$ cat config.mk
export PLATFORM = sky130hd
export DESIGN_NAME = piso_tx_ctrl
export DESIGN_NICKNAME = d
export VERILOG_FILES = /design/src/rtl/piso_tx_pkg.sv /design/src/rtl/piso_shift_reg.sv /design/src/rtl/piso_tx_ctrl.sv
export SDC_FILE = /design/constraint.sdc
export NUM_CORES = 1
export LEC_CHECK = 0
export CAP_MARGIN = 20
export CORE_MARGIN = 3
export CORE_UTILIZATION = 40
export CTS_CLUSTER_SIZE = 10
export DETAILED_ROUTE_END_ITERATION = 16
export GPL_ROUTABILITY_DRIVEN = 0
export MAX_ROUTING_LAYER = met4
export PLACE_DENSITY = 0.7
export SLEW_MARGIN = 20
export SYNTH_ARGS = -nofsm -noshare
export SYNTH_HDL_FRONTEND = slang
export SYNTH_HIERARCHICAL = 1
export SYNTH_SLANG_ARGS = --single-unit
$ cat constraint.sdc
create_clock -name clk -period 1.4 [get_ports clk]
set_input_delay 0.28 -clock clk [delete_from_list [all_inputs] [get_ports clk]]
set_output_delay 0.28 -clock clk [all_outputs]
set_load 0.02 [all_outputs]
$ cat src/rtl/piso_tx_pkg.sv
// -----------------------------------------------------------------------------
// piso_tx_pkg
// Shared types for the serial-transmit controller: FSM state encodings and a
// counter-width helper.
// Configuration macro: PISO_TX_PARITY_EN (the PAR state is only reachable
// when it is defined; the encoding is reserved either way).
// -----------------------------------------------------------------------------
package piso_tx_pkg;

  localparam logic [1:0] ST_IDLE_ENC  = 2'd0;
  localparam logic [1:0] ST_SHIFT_ENC = 2'd1;
  localparam logic [1:0] ST_PAR_ENC   = 2'd2;
  localparam logic [1:0] ST_GAP_ENC   = 2'd3;

  typedef enum logic [1:0] {
    IDLE  = ST_IDLE_ENC,
    SHIFT = ST_SHIFT_ENC,
    PAR   = ST_PAR_ENC,
    GAP   = ST_GAP_ENC
  } piso_state_t;

  // Bits needed to hold values 0..n-1, never less than one bit.
  function automatic int cnt_width(input int n);
    return (n > 1) ? $clog2(n) : 1;
  endfunction

endpackage

$ cat src/rtl/piso_shift_reg.sv
// -----------------------------------------------------------------------------
// piso_shift_reg
// WIDTH-bit parallel-load / left-shift register with zero fill.
// Ports:
//   clk    rising-edge clock
//   rst_n  synchronous active-low reset (clears the register)
//   load   capture din (has priority over shift)
//   shift  shift left by one, 0 enters at the LSB
//   din    parallel load value
//   msb    current most significant bit
// -----------------------------------------------------------------------------
module piso_shift_reg
  import piso_tx_pkg::*;
#(
  parameter int WIDTH = 4
) (
  input  logic             clk,
  input  logic             rst_n,
  input  logic             load,
  input  logic             shift,
  input  logic [WIDTH-1:0] din,
  output logic             msb
);

  logic [WIDTH-1:0] sreg;

  always_ff @(posedge clk) begin
    if (!rst_n) begin
      sreg <= '0;
    end else if (load) begin
      sreg <= din;
    end else if (shift) begin
      sreg <= {sreg[WIDTH-2:0], 1'b0};
    end
  end

  assign msb = sreg[WIDTH-1];

endmodule

$ cat src/rtl/piso_tx_ctrl.sv
// -----------------------------------------------------------------------------
// piso_tx_ctrl
// Serial-transmit controller. Accepts a parallel word on a valid/ready
// handshake, shifts it out MSB-first one bit per clock with frame_start /
// frame_last strobes, then holds the line idle for GAP_CYCLES cycles.
// Optional macro PISO_TX_PARITY_EN appends an even-parity bit to each frame.
// Parameters:
//   WIDTH       data word width (>= 2)
//   GAP_CYCLES  idle cycles forced after each frame (0 allowed)
// Ports:
//   clk          rising-edge clock
//   rst_n        synchronous active-low reset
//   in_data      parallel word to transmit
//   in_valid     producer has a word on in_data
//   in_ready     controller can accept a word (IDLE only)
//   ser_out      serial data bit (0 whenever ser_valid is 0)
//   ser_valid    ser_out carries a frame bit
//   frame_start  first bit of a frame
//   frame_last   final bit of a frame
//   busy         controller is not in IDLE
//   done         one-cycle pulse on the cycle after frame_last
// -----------------------------------------------------------------------------
module piso_tx_ctrl
  import piso_tx_pkg::*;
#(
  parameter int WIDTH      = 4,
  parameter int GAP_CYCLES = 1
) (
  input  logic             clk,
  input  logic             rst_n,
  input  logic [WIDTH-1:0] in_data,
  input  logic             in_valid,
  output logic             in_ready,
  output logic             ser_out,
  output logic             ser_valid,
  output logic             frame_start,
  output logic             frame_last,
  output logic             busy,
  output logic             done
);

  localparam int CNT_W = cnt_width(WIDTH);
  localparam int GAP_W = cnt_width(GAP_CYCLES + 1);

  piso_state_t      state, next_state;
  logic [CNT_W-1:0] bit_cnt, bit_cnt_n;
  logic [GAP_W-1:0] gap_cnt, gap_cnt_n;

  logic             accept;
  logic             sr_msb;
  logic             sr_shift;
  logic [WIDTH-1:0] sr_din;

  logic             ser_out_n;
  logic             ser_valid_n;
  logic             frame_start_n;
  logic             frame_last_n;

`ifdef PISO_TX_PARITY_EN
  logic             parity_q;
`endif

  assign accept = (state == IDLE) && in_valid && in_ready;

  // Outputs are registered, so the MSB goes straight to ser_out on the accept
  // edge and the shift register keeps only the bits still to be sent. Its msb
  // is therefore always the bit for the following cycle.
  assign sr_din   = {in_data[WIDTH-2:0], 1'b0};
  assign sr_shift = (state == SHIFT);

  piso_shift_reg #(
    .WIDTH (WIDTH)
  ) u_shift (
    .clk   (clk),
    .rst_n (rst_n),
    .load  (accept),
    .shift (sr_shift),
    .din   (sr_din),
    .msb   (sr_msb)
  );

  // State, counters and registered outputs.
  always_ff @(posedge clk) begin
    if (!rst_n) begin
      state       <= IDLE;
      bit_cnt     <= '0;
      gap_cnt     <= '0;
      in_ready    <= 1'b1;
      ser_out     <= 1'b0;
      ser_valid   <= 1'b0;
      frame_start <= 1'b0;
      frame_last  <= 1'b0;
      busy        <= 1'b0;
      done        <= 1'b0;
`ifdef PISO_TX_PARITY_EN
      parity_q    <= 1'b0;
`endif
    end else begin
      state       <= next_state;
      bit_cnt     <= bit_cnt_n;
      gap_cnt     <= gap_cnt_n;
      in_ready    <= (next_state == IDLE);
      ser_out     <= ser_out_n;
      ser_valid   <= ser_valid_n;
      frame_start <= frame_start_n;
      frame_last  <= frame_last_n;
      busy        <= (next_state != IDLE);
      done        <= frame_last;
`ifdef PISO_TX_PARITY_EN
      if (accept) begin
        parity_q <= ^in_data;
      end
`endif
    end
  end

  // Next-state and counter logic. Counters are reloaded on state entry and
  // parked at zero on exit, so they never wrap.
  always_comb begin
    next_state = state;
    bit_cnt_n  = bit_cnt;
    gap_cnt_n  = gap_cnt;
    case (state)
      IDLE: begin
        if (accept) begin
          next_state = SHIFT;
          bit_cnt_n  = CNT_W'(WIDTH - 1);
        end
      end
      SHIFT: begin
        if (bit_cnt == '0) begin
`ifdef PISO_TX_PARITY_EN
          next_state = PAR;
`else
          if (GAP_CYCLES > 0) begin
            next_state = GAP;
            gap_cnt_n  = GAP_W'(GAP_CYCLES - 1);
          end else begin
            next_state = IDLE;
          end
`endif
        end else begin
          bit_cnt_n = bit_cnt - CNT_W'(1);
        end
      end
`ifdef PISO_TX_PARITY_EN
      PAR: begin
        if (GAP_CYCLES > 0) begin
          next_state = GAP;
          gap_cnt_n  = GAP_W'(GAP_CYCLES - 1);
        end else begin
          next_state = IDLE;
        end
      end
`endif
      GAP: begin
        if (gap_cnt == '0) begin
          next_state = IDLE;
        end else begin
          gap_cnt_n = gap_cnt - GAP_W'(1);
        end
      end
      default: begin
        next_state = IDLE;
      end
    endcase
  end

  // Output values for the coming cycle, decoded from the next state.
  always_comb begin
    ser_out_n     = 1'b0;
    ser_valid_n   = 1'b0;
    frame_start_n = 1'b0;
    frame_last_n  = 1'b0;
    if (next_state == SHIFT) begin
      ser_valid_n   = 1'b1;
      ser_out_n     = accept ? in_data[WIDTH-1] : sr_msb;
      frame_start_n = accept;
`ifndef PISO_TX_PARITY_EN
      frame_last_n  = (bit_cnt_n == '0);
`endif
    end
`ifdef PISO_TX_PARITY_EN
    else if (next_state == PAR) begin
      ser_valid_n  = 1'b1;
      ser_out_n    = parity_q;
      frame_last_n = 1'b1;
    end
`endif
  end

endmodule

# Word level (Yosys, flattened, before mapping)
# Index checks and enable logic that the tools add are counted.
totals:
  word_cells: 42
  regBits: 15
  output_inout_bits: 7
op_classes:
  n_mux: 14
  n_reduce_logical: 11
  eq_ne: 4
  add_sub_neg: 2
ops:
  columns: ["operator", "n"]
  rows:
  - ["two-way mux 2 bit", 5]
  - ["zero test 2 bit", 4]
  - ["two-way mux 4 bit", 2]
  - ["one-hot mux 2 bit (3 select lines)", 1]
  - ["nonzero test 2 bit", 3]
  - ["equality test 2 x 1 -> 1 bit (second input constant)", 2]
  - ["two-way mux 1 bit", 4]
  - ["one-hot mux 2 bit (2 select lines)", 1]
  - ["AND reduction 2 bit", 2]
  - ["equality test 2 bit (second input constant)", 1]
  - ["logical AND 1 bit", 2]
  - ["inequality test 2 x 1 -> 1 bit (second input constant)", 1]
  - ["one-hot mux 1 bit (2 select lines)", 1]
  - ["subtractor 2 x 1 -> 2 bit (second input constant)", 1]
  - ["subtractor 1 bit (second input constant)", 1]

# Logic depth before layout (Yosys ltp)
# Gate-level depths: netlist (run 1).
logic_depth:
  depth_word: 7
  mapped_depth: 4
  ltp_nobuf: 4

# Modules after synthesis
# Netlist (run 1), hierarchy kept.
by_module_without_submodules:
  columns: ["mod", "n_inst", "seq_area_each_um2", "area_per_inst_um2", "cells_per_inst"]
  rows:
  - ["piso_tx_ctrl", 1, 220.2, 380.4, 31]
  - ["piso_shift_reg", 1, 80.1, 186.4, 16]

# Worst setup path before layout (run 1)
# OpenSTA, ideal clock, no wires.
synth_timing:
  path_kind: "register -> register"
  start: "register state[0]"
  end: "register u_shift.sreg[1]"
  setup_time_ns: 0.116
  required_ns: 1.284
  setup_slack_ns: 0.012
  arrival_time_ns: 1.272
  stages_incl_launch_ff: 5
  synth_period_minus_slack_ns: 1.388
  path_buffers: 0
  path_cell_list: "dfxtp_1 or2b_2 inv_2 mux2_2 o211a_1"
synth_between:
  word_cells_on_any_way: 6
  cone_classes: "eq/ne: 1; mux: 1; reduce/logical: 4"
synth_rtl:
  columns: ["element", "line_no", "rtl"]
  rows:
  - ["from (decl)", "piso_tx_ctrl.sv:45", "piso_state_t state, next_state;"]
  - ["from (signal assigned)", "piso_tx_ctrl.sv:99", "state <= next_state;"]
  - ["equality test 2 x 1 -> 1 bit", "piso_tx_ctrl.sv:69", "assign sr_shift = (state == SHIFT);"]
  - ["via sr_shift", "piso_tx_ctrl.sv:51", "logic sr_shift;"]
  - ["nonzero test 2 bit (no line)", null, null]
  - ["to (signal assigned)", "piso_shift_reg.sv:31", "sreg <= din;"]
  - ["to (signal assigned)", "piso_shift_reg.sv:33", "sreg <= {sreg[WIDTH-2:0], 1'b0};"]
  - ["to (decl)", "piso_shift_reg.sv:25", "logic [WIDTH-1:0] sreg;"]
# The timed path passes the listed nets, and every way through them passes these cells.
# A chain may end at the register's enable or synchronous reset.

# Worst setup path after layout (run 1)
layout_timing:
  start: "register state[0]"
  end: "register ser_out"
layout_between:
  elab_chain_cells: 7
  word_cells_on_any_way: 12
  cone_classes: "eq/ne: 3; mux: 5; reduce/logical: 4"
layout_lines:
  columns: ["element", "line_no", "rtl"]
  rows:
  - ["zero test 2 bit (*)", "piso_tx_ctrl.sv:63", "assign accept = (state == IDLE) && in_valid && in_ready;"]
  - ["logical AND 1 bit (*) (2 in series)", "piso_tx_ctrl.sv:63", null]
  - ["via accept", "piso_tx_ctrl.sv:49", "logic accept;"]
  - ["two-way mux 2 bit", "piso_tx_ctrl.sv:125", "if (accept) begin"]
  - ["one-hot mux 2 bit (3 select lines)", "piso_tx_ctrl.sv:123", "case (state)"]
  - ["equality test 2 x 1 -> 1 bit", "piso_tx_ctrl.sv:175", "if (next_state == SHIFT) begin"]
  - ["AND reduction 2 bit (no line)", null, null]
  - ["to (signal assigned)", "piso_tx_ctrl.sv:103", "ser_out <= ser_out_n;"]
  - ["to (decl)", "piso_tx_ctrl.sv:34", "output logic ser_out,"]
# Mark *: on every way through the listed nets, which the timed path passes. The rest lies on a longest branch.

==> results of run 1 <==
power groups by stage:
stage | registers, mW | logic (mW) | clock network (mW)
final | 0.495 | 0.203 | 0.243
after global routing | 0.499 | 0.219 | 0.274
after CTS | 0.493 | 0.191 | 0.251
after detailed placement | 0.503 | 0.199 | 0
after global placement | 0.503 | 0.194 | 0
after floorplan | 0.511 | 0.0991 | 0
cell usage after synthesis:
| cell type | n | area, sq um |
|---|---|---|
| and4bb_4 | 1 | 16.3 |
| o221a_2 | 1 | 11.3 |
| or2b_1 | 3 | 22.5 |
| and4b_1 | 1 | 10.0 |
| o31a_1 | 1 | 8.76 |
| nor4b_1 | 1 | 8.76 |
| and3_1 | 1 | 6.26 |
| a211o_1 | 1 | 8.76 |
| a21oi_1 | 1 | 5.00 |
| clkbuf_1 | 1 | 3.75 |
| and2_1 | 1 | 6.26 |
| conb_1 | 1 | 3.75 |
| or2b_2 | 1 | 8.76 |
| dfxtp_1 | 15 | 300 |
| mux2_1 | 1 | 11.3 |
| o311a_1 | 2 | 20.0 |
| mux2_2 | 3 | 33.8 |
| inv_2 | 1 | 3.75 |
| inv_1 | 1 | 3.75 |
| nor3b_2 | 1 | 12.5 |
| a21boi_1 | 1 | 7.51 |
| nand2_1 | 2 | 7.51 |
| nor3b_1 | 1 | 7.51 |
| or3b_1 | 1 | 8.76 |
| o211a_1 | 3 | 30.0 |
worst reg2reg max path: stages, from the launching register on:
cell	delay, ps
dfxtp_1	320
buf_4	130
and4bb_4	380
mux2_4	310
o311a_1	110
final timing paths:
path	start	to	cells past startpoint
max	state[0]$_SDFF_PN0_	ser_out$_SDFF_PN0_	4
min	frame_last$_SDFF_PN0_	done$_SDFF_PN0_	1
max reg2reg	state[0]$_SDFF_PN0_	ser_out$_SDFF_PN0_	4
min reg2reg	frame_last$_SDFF_PN0_	done$_SDFF_PN0_	1
timing repair:
action / in CTS / in global routing
resized for setup: 8 / 2
cloned: 0 / 1
pin swaps: 0 / 1
setup endpoints to repair: 10 / 4
hold buffers: 0 / 0
routing by layer:
layer | up-vias | track usage
met1 | 204 | 0.146
met4 | 0 | 0.114
li1 | 222 | -
met2 | 12 | 0.186
met3 | 5 | 0.0415
met5 | - | -
cell families (layout without fill, tap and decap cells):
family | count (synthesis) | count (layout)
compound gates | 10 | 10
other cells | 1 | 1
buf+inv | 3 | 25
mux | 4 | 4
flops | 15 | 15
simple gates | 14 | 15
flip-flops by register name, summed over array words and instances, names as in the netlist:
| signal | cells |
|---|---|
| frame_start | 1 |
| bit_cnt | 2 |
| ser_valid | 1 |
| frame_last | 1 |
| in_ready | 1 |
| done | 1 |
| busy | 1 |
| state | 2 |
| ser_out | 1 |
| u_shift/sreg | 4 |
area by class of cell:
type | instances | area (sq um) | area share
multi-input combinational | 30 | 274 | 0.345
timing repair buffer | 19 | 166 | 0.209
clock buffer | 4 | 26.3 | 0.0331
sequential | 15 | 300 | 0.378
tap | 14 | 17.5 | 0.0220
inverter | 2 | 10.0 | 0.0126
stage by stage:
step | setup slack (ps) | cells
final | 54.8 | 84
after floorplan | 12.1 | 47
after global routing | 13.2 | 84
after detailed placement | -269 | 79
after global placement | -230 | 79
after CTS | 2.50 | 83
==> impl_metrics.tcl, run 1 <==
set metrics [dict create \
    status "completed" \
    ant_nets 0 \
    synth.area.mux_share 0.0795 \
    fillers 106 \
    vias 443 \
    cts_setup_buffers 0 \
    fin_crit_sh 0.961 \
    io_buffers 13 \
    grt_max_degree 12 \
    fin_area_sq_um 795 \
    final.min_clock_period_ps 1350 \
    crit_chain "buf_4 > and4bb_4 > mux2_4 > o311a_1" \
    dieArea_sq_um 1900 \
    slowest_delay_ps 370 \
    fmax_ghz 0.743 \
    track_usage 0.132 \
    p_sw_frac 0.262 \
    syn_to_final_growth_pct 40.2 \
    required_ps 1570 \
    hpwlAfterDp_microns 782 \
    p_leak_nw 0.384 \
    die-height_microns 43.6 \
    route.met2.wl_microns 502 \
    worst_path_max_delay_cell "and4bb_4" \
    numCtsBuffers 3 \
    fin_hold_ws_ps 468 \
    syn_nets 54 \
    clk_pin_slew_ps 90 \
    peakVddDrop_mv 0.686 \
    placed_area_sq_um 756 \
    core_sq_um 1220 \
    drc 0 \
    synth_cells 47 \
    htreeDepth 1 \
    dr.max_layer_used "met4" \
    synth_simple_gate_area_frac 0.203 \
    ys_ff_latch 15 \
    final_util 0.653 \
    crit_fanout 6 \
    final_common_cell "dfxtp_1" \
    setup_tns_ps 0 \
    wl_per_cell_microns 13.5 \
    power_frac_comb 0.216 \
    synth_xor_area_frac 0 \
    die_x_microns 43.6 \
    syn_area_sq_um 567 \
    crit_type "reg2reg" \
    rrSetupSlack_ps 50 \
    drt-initial-drc-count 10 \
    totalWireLength_microns 1130 \
    synthDistinctLibCells 25 \
    clk-insertion-delay-late_ps 280 \
    critical_path.top_delay_family "simple AND/OR/NAND/NOR gates" \
    ys_seq_area_frac 0.530 \
    met1Wirelength_microns 542 \
    power.density_nw_per_um2 1180 \
    grt_overflow 0 \
    dr_wl_met3_microns 46 \
    drv_slew 0 \
    fin_skew_ps 4.13 \
    cp_num_buf_inv 1 \
    p_int_uw 694 \
    row_count 12 \
    critPathLaunchType "flop" \
    cts.path.max_buffers 2 \
    seq_power_share 0.526 \
    layout-drive-gt1-share 0.271 \
    io_pins 14 \
    grt_pass1_vias 409 \
    p_sw_uw 246 \
    synthAdderAreaFrac 0 \
    cts_tree "yes" \
    start_util 0.466 \
    nets 78 \
    synth_top_family_by_area "simple AND/OR/NAND/NOR gates" \
    maxCapViolations 0 \
    first_pass_iters 3 \
    vias_per_cell 5.27 \
    grt_first_pass_wirelength_microns 1720 \
    finalHoldViolCount 0 \
    final_cell_mix "dfxtp_1 (15), dlygate4sd2_1 (7), clkdlybuf4s50_1 (6), buf_4 (6)" \
    syn-mean-instance-area_sq_um 12.1 \
    root_buffer "clkbuf_4" \
    setup_viol 0 \
    rsz0062_at_grt "false" \
    worstHoldPathType "reg2reg" \
    end_kind "flop" \
    power_uw 941 \
    ys_warn_count 6 \
    antenna_found_initial 0 \
    synth_compound_area_frac 0.161 \
    cp_data_arrival_time_ps 1520 \
    cts_sinks 15 \
    insertedDiodeCount 0 \
    clkPwrFrac 0.258 \
]
(Power assumes the default switching activity.)
==> run 2, diff against run 1 <==
- SKIP_CTS_REPAIR_TIMING: not set -> 1
==> impl_metrics.tcl, run 2 (synthesis results as in run 1) <==
set metrics [dict create \
    rrSetupSlack_ps 50 \
    grt_max_degree 12 \
    pre_cts_ws_ps -269 \
    cts_sinks 15 \
    dieArea_sq_um 1900 \
    largest_reg_flops 4 \
    core_sq_um 1220 \
    p_sw_frac 0.260 \
    drv_slew 0 \
    maxCapViolations 0 \
    totalWireLength_microns 1150 \
    rsz0062_at_grt "false" \
    vias_per_cell 5.30 \
    insertedDiodeCount 0 \
    clk-insertion-delay-late_ps 280 \
    min_path_cells 1 \
    finalHoldViolCount 0 \
    nets 78 \
    first_pass_iters 3 \
    critPathLaunchType "flop" \
    die-height_microns 43.6 \
    drc 0 \
    p_int_uw 702 \
    io_pins 14 \
    hold_path_end "done$_SDFF_PN0_" \
    setup_viol 0 \
    antenna_found_initial 0 \
    hpwlAfterDp_microns 782 \
    critical_path.top_delay_family "simple AND/OR/NAND/NOR gates" \
    grt_first_pass_wirelength_microns 1720 \
    cts_tree "yes" \
    seq_power_share 0.522 \
    slowest_delay_ps 380 \
    ant_nets 0 \
    p_sw_uw 246 \
    syn_to_final_growth_pct 44.8 \
    layout-drive-gt1-share 0.271 \
    vias 445 \
    root_buffer "clkbuf_4" \
    fin_skew_ps 5.31 \
    die_x_microns 43.6 \
    cts.path.max_buffers 2 \
    final_common_cell "dfxtp_1" \
    start_util 0.466 \
    top_register "u_shift/sreg" \
    p_leak_nw 0.464 \
    cp_num_buf_inv 1 \
    required_ps 1570 \
    htreeDepth 1 \
    top_regs "u_shift/sreg (4), bit_cnt (2), state (2)" \
    crit_type "reg2reg" \
    end_kind "flop" \
    clkPwrFrac 0.256 \
    crit_fanout 6 \
    worstHoldPathType "reg2reg" \
    drt-initial-drc-count 10 \
    status "completed" \
    fin_crit_sh 0.963 \
    power_frac_comb 0.222 \
    r2r_start "state[0]$_SDFF_PN0_" \
    clk_pin_slew_ps 90 \
    grt_pass1_vias 409 \
    cp_data_arrival_time_ps 1520 \
    worst_path_max_delay_cell "and4bb_4" \
    track_usage 0.132 \
    fmax_ghz 0.742 \
    final_cell_mix "dfxtp_1 (15), dlymetal6s2s_1 (7), clkdlybuf4s50_1 (6), buf_4 (6)" \
    row_count 12 \
    r2r_end "ser_out$_SDFF_PN0_" \
    setup_tns_ps 0 \
    reg2regPathDepth 4 \
    grt_overflow 0 \
    peakVddDrop_mv 0.639 \
    power.density_nw_per_um2 1150 \
    crit_chain "buf_4 > and4bb_4 > mux2_4 > o311a_1" \
    power_uw 948 \
    io_buffers 13 \
    crit_path_start "state[0]$_SDFF_PN0_" \
    wl_per_cell_microns 13.6 \
    numCtsBuffers 3 \
    hold_path_startpoint "frame_last$_SDFF_PN0_" \
    final.min_clock_period_ps 1350 \
    worst_slack_ps 51.9 \
]
==> run 2: layer usage <==
layer  wire length, microns  up-vias  track usage  part of all wire
met5                      0        -            -                 0
met4                     39        0        0.114             0.034
li1                       -      221            -                 -
met2                    524       12        0.186              0.46
met3                     56        5       0.0415             0.049
met1                    524      207        0.146              0.46
==> run 2: cell type report <==
type / instances / area (sq um)
well taps: 14 / 17.5
clock buffers: 4 / 26.3
multi-input cells: 30 / 274
repair buffers: 19 / 193
flip-flops and latches: 15 / 300
inverters: 2 / 10.0
fillers: 102 / 395
==> run 2: power groups by stage <==
stage	Combinational, mW	Clock [mW]	Sequential, mW
finish	0.210	0.243	0.495
detailed placement	0.199	0	0.503
floorplan	0.0991	0	0.511
global placement	0.194	0	0.503
CTS	0.199	0.251	0.494
global route	0.226	0.274	0.499
==> run 2: worst max-delay path by stage <==
stage | slack (ps) | cells past startpoint | end
floorplan | 10 | 4 | u_shift/sreg[1]$_SDFFE_PN0P_
global placement | -230 | 4 | ser_out$_SDFF_PN0_
detailed placement | -270 | 4 | ser_out$_SDFF_PN0_
CTS | -160 | 1 | in_ready
global route | 10 | 4 | ser_out$_SDFF_PN0_
finish | 50 | 4 | ser_out$_SDFF_PN0_
==> run 2: through the flow <==
step	util	hold slack (ps)	cell area [sq um]	cells
2_1_floorplan	-	402	567	47
3_3_place_gp	0.621	440	756	79
3_5_place_dp	0.621	462	756	79
4_1_cts	0.643	482	782	83
5_1_grt	0.675	487	821	84
6_report	0.675	468	821	84
==> run 2: worst register-to-register path, stage by stage, from the launching register on <==
cell	delay, ps
dfxtp_1	320
buf_4	130
and4bb_4	380
mux2_4	310
o311a_1	110
